`config.mk`:
```
export PLATFORM = sky130hd
export DESIGN_NAME = risc16_dbus_io
export DESIGN_NICKNAME = d
export VERILOG_FILES = /design/src/rtl/risc16_io_pkg.sv /design/src/rtl/risc16_uart_tx.sv /design/src/rtl/risc16_dbus_io.sv
export SDC_FILE = /design/constraint.sdc
export NUM_CORES = 1
export LEC_CHECK = 0
export ABC_AREA = 1
export CAP_MARGIN = 40
export CORE_MARGIN = 4
export CORE_UTILIZATION = 54
export CTS_BUF_LIST = sky130_fd_sc_hd__clkbuf_8
export CTS_CLUSTER_SIZE = 24
export DETAILED_ROUTE_END_ITERATION = 10
export GPL_TIMING_DRIVEN = 0
export HOLD_SLACK_MARGIN = 0.03
export PLACE_DENSITY = 0.85
export SLEW_MARGIN = 40
export SYNTH_ARGS = -nofsm -noshare
export SYNTH_HDL_FRONTEND = slang
export SYNTH_SLANG_ARGS = --single-unit
export TNS_END_PERCENT = 100
```
`constraint.sdc`:
```
create_clock -name clk -period 2.55 [get_ports clk]
set_input_delay 0.765 -clock clk [delete_from_list [all_inputs] [get_ports clk]]
set_output_delay 0.765 -clock clk [all_outputs]
set_load 0.02 [all_outputs]
```
`src/rtl/risc16_io_pkg.sv`:
```
// risc16_io_pkg: MMIO offsets and UART transmitter state type for the data-bus I/O page.
package risc16_io_pkg;
  localparam logic [7:0] UART_DATA   = 8'h00;
  localparam logic [7:0] UART_STATUS = 8'h02;
  localparam logic [7:0] CYCLE_LO    = 8'h04;
  localparam logic [7:0] CYCLE_HI    = 8'h06;
  typedef enum logic [1:0] {IDLE, START, DATA, STOP} tx_state_t;
endpackage

```
`src/rtl/risc16_uart_tx.sv`:
```
// risc16_uart_tx: buffered 8N1 transmitter with a small FIFO and a sticky overflow flag.
module risc16_uart_tx
  import risc16_io_pkg::*;
#(
  parameter int BAUD_DIV   = 16,
  parameter int FIFO_DEPTH = 4
) (
  input  logic       clk,
  input  logic       rst,
  input  logic       push,
  input  logic [7:0] push_data,
  input  logic       clr_ovf,
  output logic       txd,
  output logic       empty,
  output logic       full,
  output logic       busy,
  output logic       overflow
);
  localparam int AW = $clog2(FIFO_DEPTH);
  localparam int BW = $clog2(BAUD_DIV);
  logic [7:0] mem_q [FIFO_DEPTH];
  logic [AW:0] wp_q, wp_d, rp_q, rp_d;
  logic [BW-1:0] baud_q, baud_d;
  logic [2:0] bit_q, bit_d;
  logic [7:0] sh_q, sh_d;
  tx_state_t state_q, state_d;
  logic txd_q, txd_d, ovf_q, ovf_d, pop, push_ok, tick;
  logic [7:0] head;
  assign empty    = wp_q == rp_q;
  assign full     = (wp_q[AW] != rp_q[AW]) && (wp_q[AW-1:0] == rp_q[AW-1:0]);
  assign push_ok  = push & ~full;
  assign head     = mem_q[rp_q[AW-1:0]];
  assign tick     = baud_q == BW'(BAUD_DIV - 1);
  assign busy     = state_q != IDLE;
  assign txd      = txd_q;
  assign overflow = ovf_q;
  always_comb begin
    pop     = 1'b0;
    state_d = state_q;
    baud_d  = tick ? '0 : baud_q + 1'b1;
    bit_d   = bit_q;
    sh_d    = sh_q;
    txd_d   = txd_q;
    case (state_q)
      IDLE: begin
        baud_d = '0;
        if (!empty) begin
          pop     = 1'b1;
          state_d = START;
          txd_d   = 1'b0;
          sh_d    = head;
        end
      end
      START: if (tick) begin
        state_d = DATA;
        txd_d   = sh_q[0];
        bit_d   = '0;
      end
      DATA: if (tick) begin
        if (bit_q == 3'd7) begin
          state_d = STOP;
          txd_d   = 1'b1;
        end else begin
          bit_d = bit_q + 3'd1;
          txd_d = sh_q[1];
          sh_d  = {1'b0, sh_q[7:1]};
        end
      end
      default: if (tick) begin
        // stop bit done: chain straight into the next start bit if data is waiting
        pop     = ~empty;
        state_d = empty ? IDLE : START;
        txd_d   = empty;
        sh_d    = head;
      end
    endcase
    wp_d  = wp_q + (AW+1)'(push_ok);
    rp_d  = rp_q + (AW+1)'(pop);
    ovf_d = clr_ovf ? 1'b0 : (ovf_q | (push & full));
  end
  always_ff @(posedge clk) begin
    if (rst) begin
      state_q <= IDLE;
      baud_q  <= '0;
      bit_q   <= '0;
      sh_q    <= '0;
      txd_q   <= 1'b1;
      ovf_q   <= 1'b0;
      wp_q    <= '0;
      rp_q    <= '0;
    end else begin
      state_q <= state_d;
      baud_q  <= baud_d;
      bit_q   <= bit_d;
      sh_q    <= sh_d;
      txd_q   <= txd_d;
      ovf_q   <= ovf_d;
      wp_q    <= wp_d;
      rp_q    <= rp_d;
    end
  end
  always_ff @(posedge clk) begin
    if (push_ok) mem_q[wp_q[AW-1:0]] <= push_data;
  end
endmodule

```
`src/rtl/risc16_dbus_io.sv`:
```
// risc16_dbus_io: data-bus decoder splitting RAM from the MMIO page (UART TX, cycle counter).
module risc16_dbus_io
  import risc16_io_pkg::*;
#(
  parameter logic [15:0] IO_BASE    = 16'hFF00,
  parameter int          BAUD_DIV   = 16,
  parameter int          FIFO_DEPTH = 4
) (
  input  logic        clk,
  input  logic        rst,
  input  logic [15:0] daddr,
  input  logic [15:0] ddout,
  input  logic        doe,
  input  logic        dwe0,
  input  logic        dwe1,
  output logic [15:0] ddin,
  output logic [15:0] ram_addr,
  output logic [15:0] ram_wdata,
  output logic        ram_oe,
  output logic        ram_we0,
  output logic        ram_we1,
  input  logic [15:0] ram_rdata,
  output logic        txd
);
  logic io_sel, wr, push, clr_ovf, clr_cnt, empty, full, busy, overflow;
  logic [7:0] off;
  logic [15:0] io_rdata;
  logic [31:0] cnt_q, cnt_d;
  assign io_sel    = daddr[15:8] == IO_BASE[15:8];
  assign off       = {daddr[7:1], 1'b0};
  assign wr        = (dwe0 | dwe1) & io_sel;
  assign push      = wr && off == UART_DATA;
  assign clr_ovf   = wr && off == UART_STATUS;
  assign clr_cnt   = wr && (off == CYCLE_LO || off == CYCLE_HI);
  assign ram_addr  = daddr;
  assign ram_wdata = ddout;
  assign ram_oe    = doe & ~io_sel;
  assign ram_we0   = dwe0 & ~io_sel;
  assign ram_we1   = dwe1 & ~io_sel;
  assign ddin      = io_sel ? io_rdata : ram_rdata;
  always_comb begin
    io_rdata = off == UART_STATUS ? {12'b0, overflow, busy, full, empty} :
               off == CYCLE_LO    ? cnt_q[15:0] :
               off == CYCLE_HI    ? cnt_q[31:16] : 16'h0000;
    cnt_d    = clr_cnt ? 32'd0 : cnt_q + 32'd1;
  end
  always_ff @(posedge clk) begin
    if (rst) cnt_q <= '0;
    else     cnt_q <= cnt_d;
  end
  risc16_uart_tx #(.BAUD_DIV(BAUD_DIV), .FIFO_DEPTH(FIFO_DEPTH)) u_tx (
    .clk       (clk),
    .rst       (rst),
    .push      (push),
    .push_data (dwe1 ? ddout[7:0] : ddout[15:8]),
    .clr_ovf   (clr_ovf),
    .txd       (txd),
    .empty     (empty),
    .full      (full),
    .busy      (busy),
    .overflow  (overflow)
  );
endmodule
```
==> results.yml <==
die:
  die_y_um: 107
  std_cell_rows: 35
  dieArea_mm2: 0.0115
  die_x_um: 107
  core_mm2: 0.00942
  start_util_pct: 56.5
  ios: 105
sta:
  maxSlewHeadroom_pct: 48.7
  final-hold-violation-count: 0
  setup_slack_ns: -0.0718
  tightest_slew_ns: 0.767
  rsz0062_at_grt: "true"
  skew_ns: 0.0112
  period_needed_ns: 2.62
  period_share_pct: 103
  tns_ns: -0.362
  fmax_mhz: 381
  setup_violations: 13
  finalMaxSlewViolations: 0
yosys:
  yosysWarnings: 0
  synth-main-ff-cell: "dfxtp_1"
  yosys.area.top_type: "dfxtp_1"
  synth_compound_area_share_pct: 6.77
  synthMuxAreaShare_pct: 0
  synth_nets: 835
  synthAdderAreaFrac_pct: 2.82
  synth_top_family_by_area: "simple AND/OR/NAND/NOR gates"
  yosysSeqAreaShare_pct: 39.5
  synth-simple-area-share_pct: 36.7
  synth_top_area_share_pct: 21.4
  ys_ff_latch: 89
  syn_area_mm2: 0.00532
  synth_xor_area_share_pct: 1.48
  postSynthCellCount: 770
  synth_edf_count: 32
  async_flop_share_pct: 0
  syn_area_per_cell_um2: 6.91
  synth_cell_types: 38
  synth_area_leaders: "dfxtp_1, edfxtp_1, nand2_1"
worst_hold_path:
  min_from: "u_tx.baud_q[0]$_SDFF_PP0_"
  hp-class: "flop to flop"
  whs_path_depth: 1
  worstHoldEndpoint: "u_tx.baud_q[0]$_SDFF_PP0_"
clocking:
  clockRootBuffer: "clkbuf_8"
  clkSinkCount: 89
  max-clock-path-buffers: 2
  cts_buffers: 9
  path_clk_slew_ns: 0.09
  worstSkewPairLatency_ns: 0.37
  cts_tree: "done"
  htreeDepth: 3
pwr:
  cell_internal_pwr_mw: 2.59
  seqPwrFrac_pct: 41.1
  clockPowerShare_pct: 32.2
  power_density_mw_per_mm2: 539
  p_comb_share_pct: 26.6
  power_leakage_nw: 3.01
  ir_drop_mv: 0.314
  swShare_pct: 31.3
  p_sw_mw: 1.18
layout:
  fin_util_pct: 74.4
  fin_cells: 1031
  drive_gt1_share_pct: 20.0
  finalInstanceArea_mm2: 0.00700
  area_growth_syn_to_layout_pct: 31.5
  nets: 962
  n_antenna_cell: 0
global_routing:
  antenna_found_initial: 0
  grt_pass1_wl_um: 24200
  track_usage_pct: 26.5
  grt_max_degree: 17
  grt_pass1_vias: 5146
  grt_remaining_overflow: 0
route:
  drt_iter0_drc: 396
  wl_per_cell_um: 14.7
  ant_nets: 0
  drt-vias-per-instance: 5.16
  via_count: 5322
  wl_um: 15100
  first_pass_iters: 6
  drc_errors: 0
placed_design:
  port_buffers: 101
  postPlaceCellArea_mm2: 0.00650
  gp_congestion: 0.967
  dp_cells: 1000
  dp_hpwl_um: 11400
setup_path:
  cp_max_fo: 5
  worstReg2RegEnd: "u_tx.mem_q[2][3]$_DFFE_PP_"
  reg2reg_depth: 10
  critPathLaunchType: "input pin"
  r2r-start: "u_tx.rp_q[0]$_SDFF_PP0_"
  ff2ff_setup_slack_ns: 0.15
  critPathCaptureType: "primary output"
  path_class: "input pin to primary output"
  critPathRequiredTime_ns: 1.79
  arrival_ns: 1.86
job:
  drv_cap: 0
run_status:
  violations: "setup timing"
  status: "finished with violations"
## power by group through the flow
stage          Clock [mW]  Combinational, mW  Sequential (mW)
6_report             1.22               1.00             1.55
5_1_grt              1.28               1.11             1.56
2_1_floorplan           0              0.643             1.58
4_1_cts              1.22              0.978             1.55
3_3_place_gp            0              0.942             1.58
3_5_place_dp            0              0.971             1.58
## registers in the layout, summed over array words and instances (netlist names)
signal and flops:
cnt_q 32, u_tx.baud_q 4, u_tx.bit_q 3, u_tx.mem_q 32, u_tx.overflow 1, u_tx.rp_q 3, u_tx.sh_q 8, u_tx.state_q 2
u_tx.txd 1, u_tx.wp_q 3
## worst max path at each step
stage | slack (ns) | to | cells past startpoint | from
2_1_floorplan | 0.07 | ddin[3] | 6 | daddr[1]
3_5_place_dp | -1.22 | ddin[7] | 9 | daddr[9]
5_1_grt | -0.11 | ddin[7] | 9 | daddr[14]
4_1_cts | -0.06 | ddin[7] | 9 | daddr[8]
6_report | -0.07 | ddin[13] | 9 | daddr[6]
3_3_place_gp | -1.20 | ddin[7] | 9 | daddr[15]
## cells in the final DEF (no fill, tap or decap), drive strengths merged
| master | instances |
|---|---|
| a21oi | 24 |
| a22oi | 1 |
| buf | 90 |
| bufinv | 3 |
| clkbuf | 15 |
| clkdlybuf4s15 | 1 |
| clkdlybuf4s50 | 52 |
| clkinv | 3 |
| dfxtp | 57 |
| dlygate4sd2 | 16 |
| edfxtp | 32 |
| ha | 12 |
| inv | 85 |
| nand2 | 258 |
| nand3 | 40 |
| nand3b | 1 |
| nand4 | 17 |
| nor2 | 143 |
| nor3 | 9 |
| o2111ai | 1 |
| o211a | 1 |
| o21a | 4 |
| o21ai | 27 |
| or2 | 1 |
| xnor2 | 5 |
| xor2 | 4 |
## layout make-up
type                       count  area, um^2
inverter                      84         344
sequential                    89        2100
fill                         752        2410
buffer                        48         367
clock buffer                   9         124
clock inverter                 7         124
tap                          129         161
timing repair buffer         117        1100
multi-input combinational    548        2680
## synthesized netlist by cell type (7+ instances only)
| cell | n |
|---|---|
| a21oi_1 | 14 |
| a21oi_2 | 10 |
| buf_4 | 33 |
| dfxtp_1 | 57 |
| edfxtp_1 | 32 |
| ha_1 | 12 |
| inv_1 | 77 |
| nand2_1 | 250 |
| nand2_2 | 7 |
| nand3_1 | 39 |
| nand4_1 | 16 |
| nor2_1 | 135 |
| nor3_1 | 7 |
| o21ai_0 | 24 |
## worst max-delay path: stages
cell	delay, ns
buf_8	0.10
nor2_4	0.11
nand4_1	0.16
nor2_4	0.20
nor2_4	0.07
buf_6	0.14
nand4_1	0.06
nand2_1	0.09
buf_6	0.15
## metrics by stage
step / worst slack (ns) / hold slack [ns] / power, mW
2_1_floorplan: 0.0666 / 0.418 / 2.22
3_3_place_gp: -1.20 / 0.429 / 2.52
3_5_place_dp: -1.22 / 0.444 / 2.55
4_1_cts: -0.0637 / 0.464 / 3.75
5_1_grt: -0.110 / 0.483 / 3.95
6_report: -0.0718 / 0.465 / 3.77
## routing by layer
layer  routed length [um]  global-route usage, %  up-vias
li1                     -                      -     2649
met1                 6450                   33.9     2442
met2                 7380                   45.0      200
met3                  898                   4.02       31
met4                  420                   10.1        0
met5                    0                      0        -
## cell families (layout without fill, tap and decap cells)
logic type,after synthesis,after routing
DFF,89,89
adders and majority gates,12,12
and+or+nand+nor,469,469
AOI/OAI and AO/OA,58,58
buffers and inverters,133,265
xor gates and xnor gates,9,9
## repair_timing
item | 4_1_cts | 5_1_grt
pin swaps | 19 | 20
gates cloned | 2 | 0
hold buffers | 0 | 0
resized for setup | 212 | 31
buffers inserted | 4 | 10
endpoints found under the setup margin | 81 | 18
Power figures use the tool's default switching activity.
